File: config.mk
export PLATFORM = sky130hd
export DESIGN_NAME = irq_prio_ctrl
export DESIGN_NICKNAME = d
export VERILOG_FILES = /design/src/rtl/irq_pkg.sv /design/src/rtl/irq_prio_enc.sv /design/src/rtl/irq_prio_ctrl.sv
export SDC_FILE = /design/constraint.sdc
export NUM_CORES = 1
export LEC_CHECK = 0
export CAP_MARGIN = 15
export CORE_UTILIZATION = 25
export DETAILED_ROUTE_END_ITERATION = 6
export HOLD_SLACK_MARGIN = 0.15
export PLACE_DENSITY = 0.5
export SLEW_MARGIN = 40
export SYNTH_ARGS = -nofsm -noshare
export SYNTH_HDL_FRONTEND = slang
export SYNTH_HIERARCHICAL = 1
export SYNTH_SLANG_ARGS = --single-unit
export TNS_END_PERCENT = 20
File: constraint.sdc
create_clock -name clk -period 6 [get_ports clk]
set_clock_uncertainty 0.05 [all_clocks]
set_input_delay 0.9 -clock clk [delete_from_list [all_inputs] [get_ports clk]]
set_output_delay 0.9 -clock clk [all_outputs]
set_load 0.01 [all_outputs]
File: src/rtl/irq_pkg.sv
// Shared types and helpers for the prioritised interrupt controller.
package irq_pkg;

  typedef enum logic [1:0] {
    IDLE    = 2'd0,
    PRESENT = 2'd1,
    ACK     = 2'd2
  } irq_state_e;

  function automatic int clog2_min1(input int n);
    return (n <= 2) ? 1 : $clog2(n);
  endfunction

  function automatic int src_idx(input int b, input int c, input int num_ch);
    return b * num_ch + c;
  endfunction

endpackage

File: src/rtl/irq_prio_enc.sv
// Fixed-priority encoder: lowest bus wins, then lowest channel within that bus.
module irq_prio_enc
  import irq_pkg::*;
#(
  parameter int NUM_BUS = 3,
  parameter int NUM_CH  = 9,
  parameter int BUS_W   = clog2_min1(NUM_BUS),
  parameter int CH_W    = clog2_min1(NUM_CH)
) (
  input  logic [NUM_BUS*NUM_CH-1:0] elig,
  output logic                      any,
  output logic [BUS_W-1:0]          bus,
  output logic [CH_W-1:0]           ch
);

  // Scan from the lowest priority upward so the last hit is the winner.
  always_comb begin
    any = 1'b0;
    bus = '0;
    ch  = '0;
    for (int b = NUM_BUS - 1; b >= 0; b--) begin
      for (int c = NUM_CH - 1; c >= 0; c--) begin
        if (elig[src_idx(b, c, NUM_CH)]) begin
          any = 1'b1;
          bus = BUS_W'(b);
          ch  = CH_W'(c);
        end
      end
    end
  end

endmodule

File: src/rtl/irq_prio_ctrl.sv
// Clocked priority interrupt controller: pending capture, fixed-priority
// arbitration and a registered winner under a valid/ack handshake.
module irq_prio_ctrl
  import irq_pkg::*;
#(
  parameter int NUM_BUS   = 3,
  parameter int NUM_CH    = 9,
  parameter int EDGE_MODE = 0,
  parameter int BUS_W     = clog2_min1(NUM_BUS),
  parameter int CH_W      = clog2_min1(NUM_CH)
) (
  input  logic                                   clk,
  input  logic                                   rst,
  input  logic [NUM_BUS*NUM_CH-1:0]              req,
  input  logic [NUM_BUS*NUM_CH-1:0]              en,
  input  logic                                   ack,
  output logic                                   irq_valid,
  output logic [BUS_W-1:0]                       irq_bus,
  output logic [CH_W-1:0]                        irq_ch,
  output logic [NUM_BUS-1:0]                     bus_pend,
  output logic [$clog2(NUM_BUS*NUM_CH+1)-1:0]    pend_cnt
);

  localparam int NSRC  = NUM_BUS * NUM_CH;
  localparam int CNT_W = $clog2(NSRC + 1);

  logic [NSRC-1:0] pend, pend_nx, req_q, set, clr, elig;
  logic            armed;
  irq_state_e      state, state_nx;
  logic [BUS_W-1:0] bus_nx, win_bus;
  logic [CH_W-1:0]  ch_nx, win_ch;
  logic             win_any;

  // A request already high when reset is released is not a new edge, so
  // edge detection is held off for the first clock after reset.
  assign set = armed ? (req & ~req_q) : '0;

  for (genvar b = 0; b < NUM_BUS; b++) begin : g_bus
    for (genvar c = 0; c < NUM_CH; c++) begin : g_ch
      assign clr[src_idx(b, c, NUM_CH)] = (state == ACK) &&
                                          (irq_bus == BUS_W'(b)) &&
                                          (irq_ch == CH_W'(c));
    end
    assign bus_pend[b] = |elig[b*NUM_CH +: NUM_CH];
  end

  // Set is OR'd after the clear so a fresh edge on the acked source survives.
  assign pend_nx = (EDGE_MODE != 0) ? ((pend & ~clr) | set) : req;
  assign elig    = pend & en;

  always_ff @(posedge clk or posedge rst) begin
    if (rst) begin
      pend  <= '0;
      req_q <= '0;
      armed <= 1'b0;
    end else begin
      pend  <= pend_nx;
      req_q <= req;
      armed <= 1'b1;
    end
  end

  irq_prio_enc #(
    .NUM_BUS (NUM_BUS),
    .NUM_CH  (NUM_CH),
    .BUS_W   (BUS_W),
    .CH_W    (CH_W)
  ) u_enc (
    .elig (elig),
    .any  (win_any),
    .bus  (win_bus),
    .ch   (win_ch)
  );

  always_ff @(posedge clk or posedge rst) begin
    if (rst) begin
      state   <= IDLE;
      irq_bus <= '0;
      irq_ch  <= '0;
    end else begin
      state   <= state_nx;
      irq_bus <= bus_nx;
      irq_ch  <= ch_nx;
    end
  end

  // Winner is only captured in IDLE, so the presented index never moves.
  always_comb begin
    state_nx = state;
    bus_nx   = irq_bus;
    ch_nx    = irq_ch;
    case (state)
      IDLE: begin
        if (win_any) begin
          state_nx = PRESENT;
          bus_nx   = win_bus;
          ch_nx    = win_ch;
        end
      end
      PRESENT: if (ack) state_nx = ACK;
      ACK:     state_nx = IDLE;
      default: state_nx = IDLE;
    endcase
  end

  assign irq_valid = (state == PRESENT);

  always_comb begin
    pend_cnt = '0;
    for (int i = 0; i < NSRC; i++) pend_cnt = pend_cnt + CNT_W'(elig[i]);
  end

endmodule
Word-level counts from Yosys, hierarchy flattened

Index checks and enable logic that the tools add are counted.

Add/subtract/negate cells: 26
Equal/unequal tests: 3
Multiplexer cells: 84
Bitwise logic cells: 1
Reduce and logical (&&, ||, !) cells: 6

Operators with widths:

| operator                                       | number |
|---|---|
| adder 5 x 1 -> 5 bit                           | 22 |
| 2-to-1 mux 4 bit                               | 27 |
| 2-to-1 mux 2 bit                               | 29 |
| bitwise AND 27 bit                             | 1 |
| 2-to-1 mux 1 bit                               | 27 |
| OR reduction 9 bit                             | 3 |
| adder 4 x 1 -> 5 bit                           | 1 |
| adder 3 x 1 -> 4 bit                           | 1 |
| case mux 2 bit (2 select lines)                | 1 |
| AND reduction 2 bit                            | 2 |
| adder 2 x 1 -> 3 bit                           | 1 |
| adder 1 x 1 -> 2 bit                           | 1 |
| == test 2 x 1 -> 1 bit (second input constant) | 1 |
| logical NOT 2 bit                              | 1 |
| != test 2 x 1 -> 1 bit (second input constant) | 1 |
| != test 2 bit (second input constant)          | 1 |

Register bits: 35
Input port bits: 57
Output and inout port bits: 15
Word-level logic and storage cells: 124

Longest topological paths before layout

Gate-level depths: netlist of the first run.

Word-level depth: 30
Depth in mapped cells: 16
Depth with buffers taken out: 16

Cells and area by module

Netlist of the first run, hierarchy kept.

Modules (own cells, without submodules):

| module        | times used | cells an instance | area each (um^2) | seq. area each (um^2) |
|---|---|---|---|---|
| irq_prio_ctrl | 1          | 148               | 1890.6           | 875.8 |
| irq_prio_enc  | 1          | 63                | 351.6            | 0.0 |

Worst setup path before layout of the first run

OpenSTA, ideal clock, no wires.

Path type: in2out
Start point: in en[2]
End point: out pend_cnt[4]
Data arrival time: 5215 ps
Data required time: 5050 ps
Path slack: -165 ps
Cell stages on the path: 15
Path buffers: 0
Cell sequence: and2_1 -> inv_1 -> fa_1 -> inv_1 -> fa_1 -> fa_1 -> fa_1 -> fa_1 -> fa_1 -> ha_1 -> inv_1 -> fa_1 -> nand2b_1 -> a21oi_1 -> xor2_1

Longest elaborated chain between the ends: 26

RTL lines:

| what                                | line                 | text |
|---|---|---|
| start: declaration                  | irq_prio_ctrl.sv:15  | `input logic [NUM_BUS*NUM_CH-1:0] en,` |
| bitwise AND 27 bit                  | irq_prio_ctrl.sv:49  | `assign elig = pend & en;` |
| adder 2 x 1 -> 3 bit                | irq_prio_ctrl.sv:110 | `for (int i = 0; i < NSRC; i++) pend_cnt = pend_cnt + CNT_W'(elig[i]);` |
| adder 3 x 1 -> 4 bit                | irq_prio_ctrl.sv:110 |  |
| adder 4 x 1 -> 5 bit                | irq_prio_ctrl.sv:110 |  |
| adder 5 x 1 -> 5 bit (22 in series) | irq_prio_ctrl.sv:110 |  |
| end: declaration                    | irq_prio_ctrl.sv:21  | `output logic [$clog2(NUM_BUS*NUM_CH+1)-1:0] pend_cnt` |

Every way passes these cells.

Final worst setup path of the first run

Start point: in en[23]
End point: out pend_cnt[4]

Longest elaborated chain between the ends: 5

RTL lines:

| what                               | line                 | text |
|---|---|---|
| bitwise AND 27 bit                 | irq_prio_ctrl.sv:49  |  |
| net elig[23]                       | irq_prio_ctrl.sv:27  | `logic [NSRC-1:0] pend, pend_nx, req_q, set, clr, elig;` |
| adder 5 x 1 -> 5 bit (4 in series) | irq_prio_ctrl.sv:110 |  |

The timed path passes the listed nets, and every way through them passes these cells.

==> results of run 1 <==
synthesized netlist by cell type:
library cell               count
sky130_fd_sc_hd__a21boi_0      1
sky130_fd_sc_hd__a21o_1        3
sky130_fd_sc_hd__a21oi_1       7
sky130_fd_sc_hd__a221o_1       1
sky130_fd_sc_hd__a22o_1        2
sky130_fd_sc_hd__a22oi_1       2
sky130_fd_sc_hd__a31oi_1       2
sky130_fd_sc_hd__and2_1       21
sky130_fd_sc_hd__and2_2        1
sky130_fd_sc_hd__dfrtp_1      35
sky130_fd_sc_hd__fa_1         19
sky130_fd_sc_hd__ha_1         12
sky130_fd_sc_hd__inv_1        29
sky130_fd_sc_hd__mux2_2        6
sky130_fd_sc_hd__nand2_1      13
sky130_fd_sc_hd__nand2b_1      3
sky130_fd_sc_hd__nand3_1       2
sky130_fd_sc_hd__nand4_1       1
sky130_fd_sc_hd__nand4b_1      1
sky130_fd_sc_hd__nor2_1       23
sky130_fd_sc_hd__nor2_2        1
sky130_fd_sc_hd__nor2b_1       1
sky130_fd_sc_hd__nor3_1        6
sky130_fd_sc_hd__nor3b_2       1
sky130_fd_sc_hd__nor4_1        2
sky130_fd_sc_hd__nor4_2        4
sky130_fd_sc_hd__o211ai_1      1
sky130_fd_sc_hd__o311ai_0      1
sky130_fd_sc_hd__o31ai_1       3
sky130_fd_sc_hd__o41ai_2       1
sky130_fd_sc_hd__or4_1         3
sky130_fd_sc_hd__xnor2_1       2
sky130_fd_sc_hd__xor2_1        1
worst max-delay path: stages:
cell and delay, ns:
sky130_fd_sc_hd__buf_6 0.09, sky130_fd_sc_hd__and2_4 0.14, sky130_fd_sc_hd__fa_1 0.56, sky130_fd_sc_hd__inv_2 0.05, sky130_fd_sc_hd__fa_1 0.49, sky130_fd_sc_hd__inv_2 0.04
sky130_fd_sc_hd__fa_1 0.53, sky130_fd_sc_hd__fa_1 0.45, sky130_fd_sc_hd__fa_1 0.50, sky130_fd_sc_hd__fa_1 0.49, sky130_fd_sc_hd__ha_2 0.18, sky130_fd_sc_hd__inv_2 0.04
sky130_fd_sc_hd__fa_2 0.34, sky130_fd_sc_hd__nand2b_4 0.15, sky130_fd_sc_hd__a21oi_2 0.12, sky130_fd_sc_hd__xor2_1 0.13, sky130_fd_sc_hd__buf_2 0.14
stage by stage:
stage / setup TNS, ns / instances / area (µm²) / setup slack (ns)
after global placement: -3.57 / 417 / 3310 / -0.979
after detailed placement: -3.69 / 417 / 3310 / -1.03
final: -0.614 / 460 / 3710 / -0.280
after CTS: -0.511 / 461 / 3690 / -0.299
after global routing: -1.28 / 460 / 3710 / -0.488
after floorplan: -0.0546 / 211 / 2260 / -0.0546
power breakdown:
part	internal [µW]	total (µW)	switching, µW	leakage, µW
clock network	94.1	186	91.5	0.0000484
registers	263	277	14.0	0.000418
logic	427	754	327	0.00134
layer usage:
| layer | share of wire (%) | track usage, % |
|---|---|---|
| met1 | 44 | 17.7 |
| met2 | 47 | 23.1 |
| met3 | 6.1 | 2.96 |
| met4 | 3.0 | 6.08 |
| met5 | 0 | 0 |
sequential cells by signal, indices dropped and copies added (netlist names):
signal	cells
state	2
irq_ch	4
irq_bus	2
pend	27
worst min-delay path by stage:
stage                     from          to  slack, ns  cells past startpoint
floorplan           irq_bus[0]  irq_bus[0]       0.50                      1
global placement     irq_ch[3]   irq_ch[3]       0.44                      1
detailed placement   irq_ch[3]   irq_ch[3]       0.45                      1
CTS                  irq_ch[1]   irq_ch[1]       0.47                      1
global route         irq_ch[3]   irq_ch[3]       0.49                      1
finish               irq_ch[1]   irq_ch[1]       0.46                      1
cell families (layout without fill, tap and decap cells):
family | count (synthesis) | in the layout
AOI/OAI and AO/OA | 24 | 24
xor gates and xnor gates | 3 | 3
adders and majority gates | 31 | 31
buffers and inverters | 29 | 170
DFF | 35 | 35
muxes | 6 | 6
and+or+nand+nor | 83 | 83
final cells by class:
cell class / count / area (µm²)
inverter: 29 / 109
tap: 108 / 135
fill: 840 / 5010
clock buffer: 7 / 86.3
multi-input combinational: 147 / 1340
sequential: 35 / 876
clock inverter: 1 / 8.76
timing repair buffer: 133 / 1160
timing repair:
action,in CTS,in global routing
gates resized for setup,71,7
endpoints found under the setup margin,5,12
setup buffers,36,2
endpoints found under the hold margin,0,0
pin swaps,22,14
==> out/summary.md, run 1 <==
Floorplan
- Die Outline Area: 9350 µm²
- floorplan die height: 96.7 µm
- Horiz. Die Dim: 96.7 µm
- Initial Utilization: 25.7%
- area of the core region: 8720 µm²
- Cell Rows: 34
- Top Ports: 72

Hold path
- Hold Path Class: reg2reg

Routing
- detailed-router iteration count before antenna repair: 4
- DR vias/cell: 4.47
- wirelength, routed: 6.22 mm
- Iteration-0 DRC Markers: 81
- detailed-route DRC error count: 0
- via count of the routed design: 2058
- average routed wire per standard cell: 13.5 µm
- number of nets still failing antenna checks after routing: 0

Critical path
- crit path max fanout: 2
- number of cells on the worst reg-to-reg path: 39
- endpoint of the most critical register-to-register path: irq_ch[2]
- worst setup path category: in2out
- setup slack of the worst register-to-register path: 0.45 ns
- worst reg2reg path startpoint: pend[21]
- critical path endpoint: pend_cnt[4]
- sort of element at the start of the critical path: primary input
- critical path endpoint category: output pin
- worst setup path start: en[23]
- data arrival time of the critical path: 5.33 ns
- required time worst endpoint: 5.05 ns

STA
- final number of hold-violating endpoints: 0
- Setup violations, final: 4
- slew at the pin closest to its max-slew limit: 0.461 ns
- RSZ-0062 raised after global routing: yes
- timing-limited maximum frequency: 159 MHz
- final period utilization: 105%
- Min Hold Slack: 0.463 ns
- final period demand of the worst path: 6.28 ns
- final max-slew violation count: 0
- relative slew slack: 69.0%
- final setup margin: -0.280 ns

Synth
- share of synthesized cell area in and, or, nand and nor gates: 20.4%
- mux share of post-synthesis cell area: 3.01%
- Synth Area in Compound Gates: 7.81%
- Yosys reg bits: 35
- post-synthesis instance area: 2240 µm²
- Syn. warnings: 6
- area share of fa/ha/maj cells after synthesis: 23.7%
- sequential-to-total area share from yosys stat: 39.1%
- share of the synthesized area in the top cell type: 39.1%
- cell type with the largest total area after synthesis: sky130_fd_sc_hd__dfrtp_1
- number of library cell types mapped by synthesis: 33
- number of instances in the synthesized netlist: 211
- XOR/XNOR Fraction of Synth Area: 1.17%
- per-instance average area after synthesis: 10.6 µm²
- main area contributors after synthesis: sky130_fd_sc_hd__dfrtp_1 (39%), sky130_fd_sc_hd__fa_1 (17%), sky130_fd_sc_hd__ha_1 (6.7%)
- largest family of logic cells by synthesized area: adder cells
- number of nets produced by synthesis: 299

Cells and area
- area growth from synthesis to final layout: 65.6%
- count of antenna diodes in the layout: 0
- most frequent standard cell in the layout excluding fill and tap cells: sky130_fd_sc_hd__buf_4
- share of final-layout standard cells stronger than drive strength 1: 33.8%
- utilization after layout: 42.6%
- highest-count cells in the layout ignoring fill and taps: sky130_fd_sc_hd__buf_4 (62), sky130_fd_sc_hd__clkdlybuf4s50_1 (54), sky130_fd_sc_hd__dfrtp_1 (35), sky130_fd_sc_hd__inv_1 (23), sky130_fd_sc_hd__nor2_1 (22)
- final layout net count: 439

Clock tree
- cell chosen for the clock root: sky130_fd_sc_hd__clkbuf_8
- worst-case clock buffer depth: 2
- sink count of the clock tree: 35
- H-tree depth reported by CTS: 2
- Worst-Skew Late Latency: 0.29 ns
- TritonCTS Buffers: 5
- count of hold buffers inserted by post-cts repair: 0
- CTS tree: yes
- clock-pin slew of the registers on the worst-case setup and hold paths: 0.08 ns

Placement
- count of port buffers added during placement: 71
- final weighted congestion in routability-driven placement: 0.852
- Detailed Place HPWL: 4.50 mm

GRT
- global-route wire length before repair: 10.5 mm
- via count of the first global-routing pass: 2211
- Total Routing Usage GR: 14.0%
- remaining global-route overflow: 0
- maximum number of pins on one net before global-route repair: 36
- antenna violations before repair: 0

Power and ir drop
- worst ir drop on vdd: 0.259 mV
- reported leakage power: 0.00181 µW
- PD cells: 327 nW/µm²
- Final Power: 1220 µW

Outcome
- run status: finished, violations left
- failing checks: setup timing

Run
- Max-cap violations: 0

(Power assumes the default switching activity.)
==> run 2: changes to the inputs <==
Settings changed: ABC_CLOCK_PERIOD_IN_PS from default to 6000.
==> results of run 2 <==
Final layout, timing and power as in run 1 (identical DEF).
==> run 3: changes to the inputs <==
Settings changed: CORE_MARGIN from default to 2, MAX_ROUTING_LAYER from default to met4.
==> run 3 against run 2 <==
- the flow still finishes with violations (setup timing)
- combinational power fell by 9.7%
- non-clock buffer count shrank 33
- utilization decreased by 3.7 points
- fmax up 0.72%
- clock-buffer cell count is the same
- highest routed layer unchanged
==> out/summary.md, run 3 (synthesis gave the netlist of run 1 again) <==
Outcome
- run status: finished, violations left, unchanged
- failing checks: setup timing, unchanged

Power and ir drop
- reported leakage power: 0.00162 µW, was 0.00181 µW
- worst ir drop on vdd: 0.196 mV, was 0.259 mV
- PD cells: 330 nW/µm², was 327 nW/µm²

STA
- final number of hold-violating endpoints: 0, unchanged
- Setup violations, final: 2, was 4
- final setup margin: -0.235 ns, was -0.280 ns
- final period demand of the worst path: 6.23 ns, was 6.28 ns
- RSZ-0062 raised after global routing: yes, unchanged
- relative slew slack: 63.4%, was 69.0%
- timing-limited maximum frequency: 160 MHz, was 159 MHz
- final max-slew violation count: 0, unchanged
- final period utilization: 104%, was 105%
- slew at the pin closest to its max-slew limit: 0.546 ns, was 0.461 ns

Cells and area
- Largest Register: pend, unchanged
- most frequent standard cell in the layout excluding fill and tap cells: sky130_fd_sc_hd__clkdlybuf4s50_1, was sky130_fd_sc_hd__buf_4
- final layout net count: 406, was 439
- flip-flop count of the largest register, all copies and words added: 27, unchanged
- area growth from synthesis to final layout: 51.3%, was 65.6%
- utilization after layout: 38.9%, was 42.6%
- count of antenna diodes in the layout: 0, unchanged
- Non-Filler Instances: 427, was 460
- Top Registers: pend: 27 flops, irq_ch: 4 flops, unchanged
- highest-count cells in the layout ignoring fill and taps: sky130_fd_sc_hd__clkdlybuf4s50_1 (54), sky130_fd_sc_hd__dfrtp_1 (35), sky130_fd_sc_hd__buf_4 (29), sky130_fd_sc_hd__inv_1 (26), sky130_fd_sc_hd__nor2_1 (23), was sky130_fd_sc_hd__buf_4 (62), sky130_fd_sc_hd__clkdlybuf4s50_1 (54), sky130_fd_sc_hd__dfrtp_1 (35), sky130_fd_sc_hd__inv_1 (23), sky130_fd_sc_hd__nor2_1 (22)
- share of final-layout standard cells stronger than drive strength 1: 26.3%, was 33.8%

Floorplan
- floorplan die height: 98.7 µm, was 96.7 µm
- Die Outline Area: 9740 µm², was 9350 µm²
- area of the core region: 8720 µm², unchanged
- Initial Utilization: 25.7%, unchanged
- Cell Rows: 34, unchanged
- Horiz. Die Dim: 98.7 µm, was 96.7 µm
- Top Ports: 72, unchanged

Clock tree
- worst-case clock buffer depth: 2, unchanged
- cell chosen for the clock root: sky130_fd_sc_hd__clkbuf_8, unchanged
- CTS tree: yes, unchanged
- Worst-Skew Late Latency: 0.29 ns, about the same
- clock-pin slew of the registers on the worst-case setup and hold paths: 0.07 ns, was 0.08 ns
- count of hold buffers inserted by post-cts repair: 0, unchanged
- H-tree depth reported by CTS: 2, unchanged
- TritonCTS Buffers: 5, unchanged
- sink count of the clock tree: 35, unchanged

Critical path
- number of cells on the worst reg-to-reg path: 8, was 39
- crit path max fanout: 2, unchanged
- required time worst endpoint: 5.05 ns, about the same
- largest stage delay on the critical path: 0.52 ns, was 0.56 ns
- series of cell instances along the critical path: buf_2, and2_4, fa_1, inv_1, fa_1, inv_1, fa_1, fa_1, fa_1, fa_1, ha_2, inv_2, fa_2, nand2b_4, a21oi_2, xor2_1, buf_2, was buf_6, and2_4, fa_1, inv_2, fa_1, inv_2, fa_1, fa_1, fa_1, fa_1, ha_2, inv_2, fa_2, nand2b_4, a21oi_2, xor2_1, buf_2
- data arrival time of the critical path: 5.28 ns, was 5.33 ns
- critical path endpoint category: output pin, unchanged
- cell repeated most along the worst path: sky130_fd_sc_hd__fa_1, unchanged
- sort of element at the start of the critical path: primary input, unchanged
- worst setup path category: in2out, unchanged
- slowest stage cell, crit path: sky130_fd_sc_hd__fa_1, unchanged

Placement
- final weighted congestion in routability-driven placement: 0.887, was 0.852
- count of port buffers added during placement: 71, unchanged
- Detailed Place HPWL: 4.61 mm, was 4.50 mm
- placed cell count: 418, was 417
- Place WS: -1.02 ns, was -1.03 ns

GRT
- via count of the first global-routing pass: 1926, was 2211
- Total Routing Usage GR: 12.1%, was 14.0%
- remaining global-route overflow: 0, unchanged
- maximum number of pins on one net before global-route repair: 36, unchanged
- antenna violations before repair: 0, unchanged
- global-route wire length before repair: 8.94 mm, was 10.5 mm

Routing
- DR vias/cell: 4.33, was 4.47
- Iteration-0 DRC Markers: 73, was 81
- wirelength, routed: 5.49 mm, was 6.22 mm
- via count of the routed design: 1850, was 2058
- average routed wire per standard cell: 12.8 µm, was 13.5 µm
- number of nets still failing antenna checks after routing: 0, unchanged
- detailed-router iteration count before antenna repair: 4, unchanged
- detailed-route DRC error count: 0, unchanged

Hold path
- Hold Path Class: reg2reg, unchanged
- number of cells traversed by the worst hold path: 1, unchanged

Run
- Max-cap violations: 0, unchanged

[run 3: cell count changes in the layout (fill, tap and decap cells not counted), sizes merged]
| cell | change |
|---|---|
| buf | -30 |
| clkdlybuf4s15 | -3 |
[run 3: where the power goes]
| part | switching (µW) | leakage, µW | internal (µW) |
|---|---|---|---|
| logic | 309 | 0.00116 | 372 |
| clock network | 83.0 | 0.0000422 | 81.4 |
| registers | 12.2 | 0.000418 | 263 |
[run 3: worst paths after layout]
| kind | startpoint | end | slack [ns] |
|---|---|---|---|
| setup reg to reg | pend[22] | irq_ch[0] | 3.81 |
| hold / removal | irq_ch[1] | irq_ch[1] | 0.46 |
| hold reg to reg | irq_ch[1] | irq_ch[1] | 0.46 |
| setup / recovery | en[19] | pend_cnt[4] | -0.23 |
| max in group asynchronous | rst | pend[6] | 4.62 |
| min in group asynchronous | rst | pend[21] | 0.96 |
[run 3: layout make-up]
cell class,count,area (µm²)
multi-input combinational,147,1310
timing repair buffer,100,882
tap,108,135
fill,874,5330
clock buffer,7,76.3
clock inverter,1,5.00
inverter,29,109
sequential,35,876
[run 3: timing repair]
| item | CTS | global route |
|---|---|---|
| pin swaps | 23 | 2 |
| endpoints found under the setup margin | 5 | 5 |
| setup buffers | 1 | 0 |
| resized for setup | 69 | 2 |
[run 3: stage by stage]
step / hold WS (ns) / cell area [µm²] / power [µW] / TNS, ns
after floorplan: 0.501 / 2260 / 675 / -0.0546
after global routing: 0.485 / 3390 / 1230 / -0.810
after detailed placement: 0.447 / 3320 / 1010 / -3.61
final: 0.460 / 3390 / 1120 / -0.288
after CTS: 0.466 / 3380 / 1130 / -0.370
after global placement: 0.445 / 3320 / 991 / -3.55
[run 3: critical path: cells and delay by family]
kind | cells | cell delay, ns
and+or+nand+nor | 2 | 0.28
adders and majority gates | 8 | 3.44
AOI/OAI and AO/OA | 1 | 0.14
xor gates and xnor gates | 1 | 0.14
buffers and inverters | 5 | 0.38
[run 3: layer usage]
layer	routed length (µm)	track usage (%)	vias to the layer above	part of all wire (%)
li1	-	-	909	-
met1	2520	15.0	876	46
met2	2630	19.7	57	48
met3	245	1.91	8	4.5
met4	95	5.06	0	1.7
met5	0	-	-	0
==> patch, RTL diff (config.mk and constraints of run 3) <==
`NUM_CH` is set to 9 in 2 places; all go to 10.
--- a/src/rtl/irq_prio_enc.sv
+++ b/src/rtl/irq_prio_enc.sv
@@ -4,5 +4,5 @@
 #(
   parameter int NUM_BUS = 3,
-  parameter int NUM_CH  = 9,
+  parameter int NUM_CH  = 10,
   parameter int BUS_W   = clog2_min1(NUM_BUS),
   parameter int CH_W    = clog2_min1(NUM_CH)
--- a/src/rtl/irq_prio_ctrl.sv
+++ b/src/rtl/irq_prio_ctrl.sv
@@ -5,5 +5,5 @@
 #(
   parameter int NUM_BUS   = 3,
-  parameter int NUM_CH    = 9,
+  parameter int NUM_CH    = 10,
   parameter int EDGE_MODE = 0,
   parameter int BUS_W     = clog2_min1(NUM_BUS),
Ports: changed (resized en and req); port bits go from 72 to 78. The function was not compared with the original's and may differ.
==> patch against run 3 <==
The flow still finishes with violations (setup timing). Sequential share of layout area down 0.55 points. Area after synthesis up 8.6%. Sequential cell count up 3. Worst setup slack worse by 0.37 ns. Final area up 11%. Total power up 20%. Cell count up 12%. Routed wire length up 7.8%.
==> patch: results (changes against run 3) <==
* Fraction of final layout cells with drive strength greater than 1 at 0.2738 (was 0.2633)
* PnR worst setup slack at -0.6000 ns (was -0.2348 ns)
* Post-Syn Nets at 326 (was 299)
* Share of power burned in the clock network at 0.128 (was 0.147)
* Critical Path Max Stage Delay at 0.54 ns (was 0.52 ns)
* Leak pwr at 0.001859 uW (was 0.001618 uW)
* Violated checks: setup timing (unchanged)
* Post-CTS setup buffers at 0 (was 1)
* Number of violations reported at the end of detailed-routing iteration 0 at 54 (was 73)
* Outcome: finished with violations (unchanged)
* Fillcell total at 978 (was 874)
* Number of global-route vias before repair at 2055 (was 1926)
* Maximum number of pins on one net before global-route repair at 39 (was 36)
* Area after DPL at 3592 um^2 (was 3319 um^2)
* Setup tns final at -1.806 ns (was -0.2878 ns)
* Met3 usage in global routing at 0.02712 (was 0.01915)
* Sum of routed wire length over all layers at 5.914 mm (was 5.486 mm)
* Via count of the routed design at 2006 (was 1850)
* Sequential fraction of design power at 0.223 (was 0.245)
* Worst max-slew margin expressed relative to the limit at 0.6372 (was 0.6341)
* Cell variety after synth at 38 (was 33)
* Total setup violations reported at the end of the flow at 4 (was 2)
* Global-route wire length before repair at 9.694 mm (was 8.942 mm)
* Post-DP HPWL at 5.067 mm (was 4.607 mm)
* I/O Buffers at 77 (was 71)
patch: routing by layer:
layer	wire, um	up-vias
met4	31	0
met2	3016	56
met3	309	2
met5	0	-
li1	-	988
met1	2556	960
patch: cells by family after synthesis:
kind of cell	after synthesis	synth area share
xor gates and xnor gates	3	0.01079
AOI/OAI and AO/OA	26	0.08064
and+or+nand+nor	86	0.1967
DFF	38	0.3903
buffers and inverters	40	0.06163
muxes	6	0.02773
adders and majority gates	32	0.2322
patch: cell type report:
type,count,area [um^2],area share
Clock buffer,6,82.58,0.02193
Tap cell,133,166.4,0.04420
Inverter,40,152.6,0.04054
Sequential cell,38,950.9,0.2526
Timing Repair Buffer,110,992.2,0.2635
Multi-Input combinational cell,153,1420,0.3772
patch: path summary, 6_finish.rpt:
| path | startpoint | to | slack (ns) |
|---|---|---|---|
| hold reg to reg | irq_ch[0]$_DFFE_PP0P_ | irq_ch[0]$_DFFE_PP0P_ | 0.46 |
| min in group asynchronous | rst | pend[8]$_DFF_PP0_ | 0.98 |
| setup / recovery | en[29] | pend_cnt[4] | -0.60 |
| hold / removal | irq_ch[0]$_DFFE_PP0P_ | irq_ch[0]$_DFFE_PP0P_ | 0.46 |
| setup reg to reg | pend[15]$_DFF_PP0_ | irq_ch[1]$_DFFE_PP0P_ | 3.45 |
| max in group asynchronous | rst | pend[5]$_DFF_PP0_ | 4.58 |
patch: stage by stage:
step                      hold slack (ns)  worst slack, ns  total power, uW    util  instances
after detailed placement           0.4524           -1.248             1159  0.3744        469
after global placement             0.4400           -1.285             1152  0.3744        469
after floorplan                    0.5012          -0.2592            766.3       -        231
final                              0.4616          -0.6000             1341  0.3924        480
after CTS                          0.4652          -0.7452             1335  0.3847        475
after global routing               0.4870          -0.8001             1487  0.3924        480
